===== src/rtl/rng_address_requester.sv =====
// Initiator for the start/done rng_address handshake: draws a value from a
// Galois LFSR, hands it with the modulus to the responder and captures the result.
module rng_address_requester #(
    parameter logic [15:0] LFSR_INIT      = 16'hACE1,
    parameter int unsigned TIMEOUT_CYCLES = 131071
) (
    input  logic        clock,
    input  logic        rst,
    input  logic        req,
    input  logic [15:0] neighbor_count,
    input  logic        seed_load,
    input  logic [15:0] seed,
    output logic [15:0] which,
    output logic [15:0] betterNeighborCount,
    output logic        start_rng_address,
    input  logic        done_rng_address,
    input  logic [15:0] rng_address,
    output logic [15:0] address,
    output logic        address_valid,
    output logic        timeout_err,
    output logic        done,
    output logic        busy
);

    typedef enum logic [1:0] {
        IDLE,
        ISSUE,
        WAIT,
        DONE
    } state_t;

    localparam logic [16:0] CNT_LAST = 17'(TIMEOUT_CYCLES - 1);
    localparam logic [15:0] TAPS     = 16'hB400;

    state_t      state_q;
    state_t      state_d;
    logic [15:0] lfsr_q;
    logic [15:0] lfsr_d;
    logic [15:0] which_d;
    logic [15:0] bnc_d;
    logic [15:0] addr_d;
    logic        valid_d;
    logic        terr_d;
    logic [16:0] cnt_q;
    logic [16:0] cnt_d;
    logic        resp_q;
    logic        resp_rise;
    logic [15:0] seeded;
    logic [15:0] stepped;

    // A same-cycle seed load feeds the step, so seed+req draws from the new seed
    assign seeded    = !seed_load ? lfsr_q :
                       (seed == 16'h0000) ? LFSR_INIT : seed;
    assign stepped   = {1'b0, seeded[15:1]} ^ (seeded[0] ? TAPS : 16'h0000);
    assign resp_rise = done_rng_address && !resp_q;

    assign start_rng_address = (state_q == ISSUE);
    assign done              = (state_q == DONE);
    assign busy              = (state_q != IDLE);

    always_comb begin
        state_d = state_q;
        lfsr_d  = lfsr_q;
        which_d = which;
        bnc_d   = betterNeighborCount;
        addr_d  = address;
        valid_d = address_valid;
        terr_d  = timeout_err;
        cnt_d   = cnt_q;
        unique case (state_q)
            IDLE: begin
                if (seed_load) begin
                    lfsr_d = seeded;
                end
                if (req) begin
                    valid_d = 1'b0;
                    terr_d  = 1'b0;
                    if (neighbor_count == 16'h0000) begin
                        addr_d  = 16'h0000;
                        state_d = DONE;
                    end else begin
                        lfsr_d  = stepped;
                        which_d = stepped;
                        bnc_d   = neighbor_count;
                        state_d = ISSUE;
                    end
                end
            end
            ISSUE: begin
                cnt_d   = 17'd0;
                state_d = WAIT;
            end
            WAIT: begin
                // A stale high level from the responder never counts as an answer
                if (resp_rise) begin
                    addr_d  = rng_address;
                    valid_d = 1'b1;
                    state_d = DONE;
                end else if (cnt_q == CNT_LAST) begin
                    valid_d = 1'b0;
                    terr_d  = 1'b1;
                    state_d = DONE;
                end else begin
                    cnt_d = cnt_q + 17'd1;
                end
            end
            DONE: begin
                state_d = IDLE;
            end
            default: begin
                state_d = IDLE;
            end
        endcase
    end

    always_ff @(posedge clock) begin
        if (rst) begin
            state_q             <= IDLE;
            lfsr_q              <= LFSR_INIT;
            which               <= 16'h0000;
            betterNeighborCount <= 16'h0000;
            address             <= 16'h0000;
            address_valid       <= 1'b0;
            timeout_err         <= 1'b0;
            cnt_q               <= 17'd0;
            resp_q              <= 1'b0;
        end else begin
            state_q             <= state_d;
            lfsr_q              <= lfsr_d;
            which               <= which_d;
            betterNeighborCount <= bnc_d;
            address             <= addr_d;
            address_valid       <= valid_d;
            timeout_err         <= terr_d;
            cnt_q               <= cnt_d;
            resp_q              <= done_rng_address;
        end
    end

endmodule


===== config.mk =====
export PLATFORM = sky130hd
export DESIGN_NAME = rng_address_requester
export DESIGN_NICKNAME = d
export VERILOG_FILES = /design/src/rtl/rng_address_requester.sv
export SDC_FILE = /design/constraint.sdc
export NUM_CORES = 1
export LEC_CHECK = 0
export BUFFER_PORTS_ARGS = -buffer_cell sky130_fd_sc_hd__buf_2
export CORE_MARGIN = 3
export CORE_UTILIZATION = 54
export CTS_BUF_LIST = sky130_fd_sc_hd__clkbuf_8
export CTS_CLUSTER_DIAMETER = 50
export DETAILED_ROUTE_END_ITERATION = 12
export GPL_TIMING_DRIVEN = 0
export MAX_ROUTING_LAYER = met4
export PLACE_DENSITY = 0.8
export SYNTH_ARGS = -nofsm -noshare
export SYNTH_HDL_FRONTEND = slang
export SYNTH_SLANG_ARGS = --single-unit

===== constraint.sdc =====
create_clock -name clock -period 2.8 [get_ports clock]
set_clock_uncertainty 0.1 [all_clocks]
set_input_delay 0 -clock clock [delete_from_list [all_inputs] [get_ports clock]]
set_output_delay 0 -clock clock [all_outputs]
set_load 0.1 [all_outputs]

**Yosys cells after proc, flatten, opt, wreduce, memory -nomap -nowiden**

Cells that the tools add are included.

- Bits in registers: 86
- Output and inout bits: 53
- Logic and storage cells: 62

- Add/sub/neg operators: 1
- Equal/unequal tests: 11
- Muxes and demuxes: 25
- Bitwise operators: 2
- Reduce and logical (&&, ||, !) cells: 14

Operators by type and width:

| kind | count |
|---|---|
| 2-to-1 mux 16 bit | 9 |
| 2-to-1 mux 17 bit | 2 |
| one-hot mux 17 bit (2 select lines) | 1 |
| logical NOT 16 bit | 2 |
| one-hot mux 16 bit (2 select lines) | 1 |
| adder 17 x 1 -> 17 bit (second input constant) | 1 |
| equality test 17 bit (second input constant) | 1 |
| bitwise XOR 15 x 16 -> 16 bit | 1 |
| inequality test 2 bit (second input constant) | 6 |
| AND reduction 3 bit | 3 |
| 2-to-1 mux 2 bit | 4 |
| one-hot mux 2 bit (4 select lines) | 1 |
| AND reduction 4 bit | 2 |
| nonzero test 2 bit | 3 |
| 2-to-1 mux 1 bit | 5 |
| equality test 2 bit (second input constant) | 2 |
| one-hot mux 1 bit (2 select lines) | 2 |
| inequality test 3 bit (second input constant) | 1 |
| equality test 2 x 1 -> 1 bit (second input constant) | 1 |
| logical NOT 2 bit | 1 |
| AND reduction 2 bit | 1 |
| logical AND 1 bit | 1 |
| logical NOT 1 bit | 1 |
| inverter 1 bit | 1 |

**Logic depth before layout (Yosys ltp)**

Gate-level depths: netlist of the first run.

- Depth after elaboration: 7
- Depth in mapped cells: 8
- Gate-level depth less buffers: 7

**Least setup slack after synthesis of the first run**

Ideal clock, no wire load.

- Kind: register -> register
- Start point: reg state_q[0]
- End point: reg lfsr_q[12]
- Setup time: 0.075 ns
- Data arrival time: 2.321 ns
- Slack: 0.304 ns
- Stages on the path, launching flop included: 8
- Path buffers: 2
- Period minus slack after synthesis: 2.496 ns
- Cell sequence: dfxtp_1 > inv_1 > ha_1 > inv_1 > clkbuf_1 > clkbuf_1 > nand2_1 > a31oi_1

- Longest elaborated chain between the ends: 1

RTL lines:

| what | RTL line | text |
|---|---|---|
| start: declaration | 35 | `state_t state_q;` |
| start signal: assignment | 128 | `state_q <= state_d;` |
| logical NOT 2 bit | 70 | `unique case (state_q)` |
| end signal: assignment | 129 | `lfsr_q <= lfsr_d;` |
| end: declaration | 37 | `logic [15:0] lfsr_q;` |

Every way passes these cells.
A chain may end at the register's enable or synchronous reset.

**Worst setup path in the final report of the first run**

- Start point: reg state_q[0]
- End point: out busy

- Longest elaborated chain between the ends: 1

RTL lines:

| what | RTL line | text |
|---|---|---|
| nonzero test 2 bit | 59 | `assign busy = (state_q != IDLE);` |
| end: declaration | 22 | `output logic busy` |

Every way passes these cells.

==> reports/results.txt, run 1 <==
RSZ-0062 raised after global routing: no
clock buffer depth: 2
Async SR Flop Fraction: 0%
setup TNS: 0 ns
cell taking the most area after synthesis: dfxtp_1
DP HPWL: 7160 um
mux share of post-synthesis cell area: 3.82%
arrival time worst endpoint: 2.56 ns
part of the Yosys area used for sequential elements: 46.1%
Post-Synth Adder-Cell Area: 2.35%
latest clock arrival within the worst-skew pair: 0.37 ns
drt wl/cell: 17.2 um
Max VDD drop: 0.540 mV
DRT Pass-1 Iters: 5
Warnings, synthesis: 0
clk slew on worst S/H paths: 0.09 ns
GR Overflow Total: 0
CTS buffer count: 9
MaxCap Viol Count: 0
Crit path required time: 2.70 ns
complex-gate fraction of the synthesized area: 19.4%
Tcrit/Tclk final: 95.2%
Post-route DRC: 0
Max Transition Viols Final: 0
Port Buf Inserts: 102
boundary pin count: 106
leakage: 0.00209 uW
power per cell area: 624 nW/um^2
GRT Overall Usage: 30.9%
Die Span Y: 89.1 um
Setup-failing EPs final: 0
#FFs+latches synth: 86
Die Area: 7940 um^2
Cells after Synth: 426
Final Hold Fails: 0
xor/xnor share of the synthesized area: 3.99%
final wirelength: 11,500 um
global-route wire length before repair: 18,300 um
RD Place Congestion: 0.883
maximum clock rate: 375 MHz
status: finished, final reports clean
combinational family with the most area after synthesis: simple AND/OR/NAND/NOR gates
top_reg_cell synth: dfxtp_1
row count: 29
area delta synth->final: 34.6%
antenna viol nets, final: 0
most common cell after layout, fill and taps aside: buf_2
vias per std cell: 5.82
worst slew pin tran: 0.767 ns
Initial DRC Count: 343
Die W: 89.1 um
post-synth cell types: 51
HP Class: input pin to flop
share of the synthesized area in the top cell type: 46.1%
Post-synth EDFFs: 0
syn avg cell area: 8.76 um^2
Synth area leaders: dfxtp_1, nand2_1, a21oi_1
Slew headroom: 48.2%
CP endpoint kind: output pin
syn_nets: 486
Initial Utilization: 57.1%
clock net sink count: 86
root buf cell: clkbuf_8
fill count: 449
# diodes: 0
maximum number of pins on one net before global-route repair: 17
Setup CP Type: flop to output pin
number of levels in the clock H-tree: 3
post-layout min period: 2.66 ns
setup bufs post-CTS: 0
share of cells above drive strength 1: 24.1%
CTS tree: done
initial antenna violation count: 0
nature of the critical path startpoint: flop
vias post-DR: 3,905
Crit Path Max Fanout: 10
final-stage net count: 649
vias in the first global route: 3,758
Setup WS post-layout: 0.135 ns
pre-CTS setup slack: 0.284 ns
Post-Syn Area: 3730 um^2
most frequent cells in the layout: buf_2, dfxtp_1, nand2_1
simple logic cell fraction of the synthesized area: 20.6%
Core Area: 6530 um^2
## final timing paths
check / startpoint / end / slack (ns) / cells past startpoint
max: state_q[0] / busy / 0.14 / 6
min: seed[9] / lfsr_q[8] / 0.02 / 4
max reg2reg: state_q[0] / address[9] / 0.20 / 8
min reg2reg: which[11] / which[11] / 0.35 / 2
## logic make-up (layout without fill, tap and decap cells)
family	Yosys count	in the layout
muxes	13	13
adders and majority gates	7	7
buffers and inverters	35	203
DFF	86	86
AOI/OAI and AO/OA	105	105
xor gates and xnor gates	17	17
and+or+nand+nor	163	163
## power by group
group          switching [uW]  internal, uW
combinational             697           252
clock                     494           333
sequential               49.9          1310
total                    1240          1890
## critical path, cell delays in order, from the launching register on
cell and delay (ns):
dfxtp_1 0.37, inv_1 0.10, ha_1 0.30, inv_1 0.11
clkbuf_1 0.35, clkbuf_1 0.44, buf_2 0.52
## metal layers
metal | global-route usage [%] | wire (um)
met4 | 13.9 | 343
met2 | 48.4 | 5450
met5 | - | 0
met1 | 39.0 | 4760
met3 | 5.53 | 957
## layout make-up
class / instances / area, um^2 / area share, %
Tap cell: 77 / 96.3 / 1.92
Clock buffer: 9 / 124 / 2.47
Clock inverter: 7 / 56.3 / 1.12
Inverter: 7 / 26.3 / 0.523
Buffer: 28 / 110 / 2.19
Timing Repair Buffer: 152 / 1010 / 20.1
Multi-Input combinational cell: 305 / 1880 / 37.4
Sequential cell: 86 / 1720 / 34.3
## per-stage QoR
stage,instances,hold slack (ns),power [uW],utilization [%],cell area (um^2)
detailed placement,605,0.117,2250,66.4,4340
global placement,605,0.109,2230,66.4,4340
global route,671,0.0235,3250,76.9,5020
CTS,670,0.00171,3100,76.7,5010
floorplan,426,0.0257,2060,-,3730
finish,671,0.0246,3130,76.9,5020
## state kept, by name (all words and copies together), names as in the netlist
name	count
which	16
betterNeighborCount	16
address_valid	1
state_q	2
cnt_q	17
address	16
lfsr_q	16
resp_q	1
timeout_err	1
## cells in the mapped netlist (4+ instances only)
master	count
nor4_1	13
nand3_1	14
xnor2_1	14
o21ai_0	5
ha_1	7
nor2_1	24
a22o_1	16
o221ai_1	6
a31oi_1	4
nand4_1	5
nand2_1	82
dfxtp_1	86
inv_1	7
a21oi_1	51
mux2_2	10
clkbuf_1	24
buf_2	4
## repair_timing
item	4_1_cts	5_1_grt
endpoints found under the hold margin	50	6
endpoints found under the setup margin	0	10
resized for setup	0	1
hold buffers	49	1
Note: power is estimated with default switching activity, not from simulation.
==> run 2, diff against run 1 <==
CORE_UTILIZATION = 40   (was 54)
PLACE_DENSITY = 0.62   (was 0.8)
==> reports/results.txt, run 2 (same netlist as run 1, synthesis figures left out) <==
status: finished, final reports clean (unchanged)
Reg power frac: 43.3% (about the same)
Crit path required time: 2.70 ns (about the same)
setup TNS: 0 ns (unchanged)
worst slew pin tran: 0.868 ns (was 0.767 ns)
clock buffer depth: 2 (unchanged)
# diodes: 0 (unchanged)
worst r2r src: state_q[0] (unchanged)
R2R setup slack: 0.23 ns (was 0.20 ns)
CTS buffer count: 9 (unchanged)
maximum clock rate: 376 MHz (was 375 MHz)
Port Buf Inserts: 102 (unchanged)
RD Place Congestion: 0.841 (was 0.883)
number of levels in the clock H-tree: 3 (unchanged)
power per cell area: 621 nW/um^2 (was 624 nW/um^2)
Die Span Y: 103 um (was 89.1 um)
post-layout min period: 2.66 ns (about the same)
clock net sink count: 86 (unchanged)
vias in the first global route: 3,645 (was 3,758)
clk slew on worst S/H paths: 0.09 ns (about the same)
nature of the critical path startpoint: flop (unchanged)
Max VDD drop: 0.344 mV (was 0.540 mV)
GR Overflow Total: 0 (unchanged)
setup bufs post-CTS: 0 (unchanged)
RSZ-0062 raised after global routing: no (unchanged)
Core Area: 8890 um^2 (was 6530 um^2)
Crit Path Max Fanout: 10 (unchanged)
switching share of power: 38.2% (was 39.6%)
Setup WS post-layout: 0.139 ns (was 0.135 ns)
MaxCap Viol Count: 0 (unchanged)
Slew headroom: 41.7% (was 48.2%)
Reg with most FFs: cnt_q (unchanged)
final wirelength: 10,800 um (was 11,500 um)
most common cell after layout, fill and taps aside: buf_2 (unchanged)
max reg flops: 17 (unchanged)
final-stage net count: 646 (was 649)
Initial Utilization: 42.0% (was 57.1%)
Tcrit/Tclk final: 95.1% (was 95.2%)
DP HPWL: 7530 um (was 7160 um)
row count: 34 (was 29)
boundary pin count: 106 (unchanged)
Post-route DRC: 0 (unchanged)
global-route wire length before repair: 17,300 um (was 18,300 um)
Max Transition Viols Final: 0 (unchanged)
most frequent cells in the layout: buf_2, dfxtp_1, nand2_1 (unchanged)
leakage: 0.00209 uW (about the same)
maximum number of pins on one net before global-route repair: 16 (was 17)
GRT Overall Usage: 21.6% (was 30.9%)
Die W: 103 um (was 89.1 um)
Min-Delay Endpoint: lfsr_q[0] (was lfsr_q[8])
CP endpoint kind: output pin (unchanged)
Cell Int Power: 1930 uW (was 1890 uW)
fin cells: 699 (was 671)
NetSw: 1190 uW (was 1240 uW)
area delta synth->final: 35.1% (was 34.6%)
pre-CTS setup slack: 0.301 ns (was 0.284 ns)
clock power share: 26.9% (was 26.4%)
Setup CP Type: flop to output pin (unchanged)
DRT Pass-1 Iters: 4 (was 5)
Final Power: 3130 uW (about the same)
initial antenna violation count: 0 (unchanged)
Cells on Worst Hold Path: 3 (was 4)
Comb power frac: 29.8% (was 30.3%)
HP Class: input pin to flop (unchanged)
latest clock arrival within the worst-skew pair: 0.35 ns (was 0.37 ns)
hold_sp: seed[0] (was seed[9])
Setup-failing EPs final: 0 (unchanged)
root buf cell: clkbuf_8 (unchanged)
vias post-DR: 3,689 (was 3,905)
antenna viol nets, final: 0 (unchanged)
share of cells above drive strength 1: 24.0% (was 24.1%)
Die Area: 10,500 um^2 (was 7940 um^2)
# placed instances: 636 (was 605)
Reg2Reg Depth: 7 (was 8)
Final Hold Fails: 0 (unchanged)
vias per std cell: 5.28 (was 5.82)
drt wl/cell: 15.5 um (was 17.2 um)
Crit Reg-Reg Endpoint: address[14] (was address[9])
Initial DRC Count: 160 (was 343)
Post-CTS Resized: 0 (unchanged)
CTS tree: done (unchanged)
arrival time worst endpoint: 2.56 ns (about the same)
[run 2: how the worst max path moves through the flow]
stage,cells after the start,to,start,slack [ns]
3_3_place_gp,7,address[6],state_q[0],0.34
3_5_place_dp,8,address[8],state_q[0],0.30
2_1_floorplan,7,lfsr_q[12],state_q[0],0.30
5_1_grt,7,address[8],state_q[0],0.001
6_report,6,busy,state_q[1],0.14
4_1_cts,6,busy,state_q[1],0.17
[run 2: critical path: stages (launching register included)]
cell	delay, ns
dfxtp_1	0.39
inv_1	0.10
ha_1	0.28
inv_1	0.10
clkbuf_1	0.34
clkbuf_1	0.48
buf_2	0.53
[run 2: layout make-up]
type,instances,area (um^2)
fillers,821,3850
multi-input cells,305,1870
flip-flops and latches,86,1720
repair buffers,149,981
clock buffers,11,151
well taps,108,135
plain buffers,28,110
clock inverters,5,42.5
inverters,7,26.3
[run 2: power groups by stage]
| stage | sequential [uW] | clock, uW | combinational, uW |
|---|---|---|---|
| 2_1_floorplan | 1700 | 0 | 363 |
| 3_3_place_gp | 1380 | 0 | 867 |
| 3_5_place_dp | 1380 | 0 | 875 |
| 4_1_cts | 1350 | 864 | 929 |
| 5_1_grt | 1370 | 909 | 997 |
| 6_report | 1350 | 841 | 933 |
[run 2: through the flow]
| stage | area, um^2 | utilization (%) | hold slack [ns] |
|---|---|---|---|
| 2_1_floorplan | 3730 | - | 0.0257 |
| 3_3_place_gp | 4380 | 49.2 | 0.110 |
| 3_5_place_dp | 4380 | 49.2 | 0.115 |
| 4_1_cts | 5040 | 56.7 | 0.00681 |
| 5_1_grt | 5040 | 56.7 | 0.0494 |
| 6_report | 5040 | 56.7 | 0.0278 |
[run 2: what timing repair did]
action,CTS,global route
endpoints found under the hold margin,53,0
endpoints found under the setup margin,0,0
hold buffers,47,0
[run 2: metal layers]
layer / up-vias / global-route usage [%] / share of wire (%)
li1: 1845 / - / -
met1: 1715 / 27.5 / 46
met2: 106 / 34.3 / 47
met3: 23 / 4.40 / 4.9
met4: 0 / 7.37 / 2.4
met5: - / - / 0
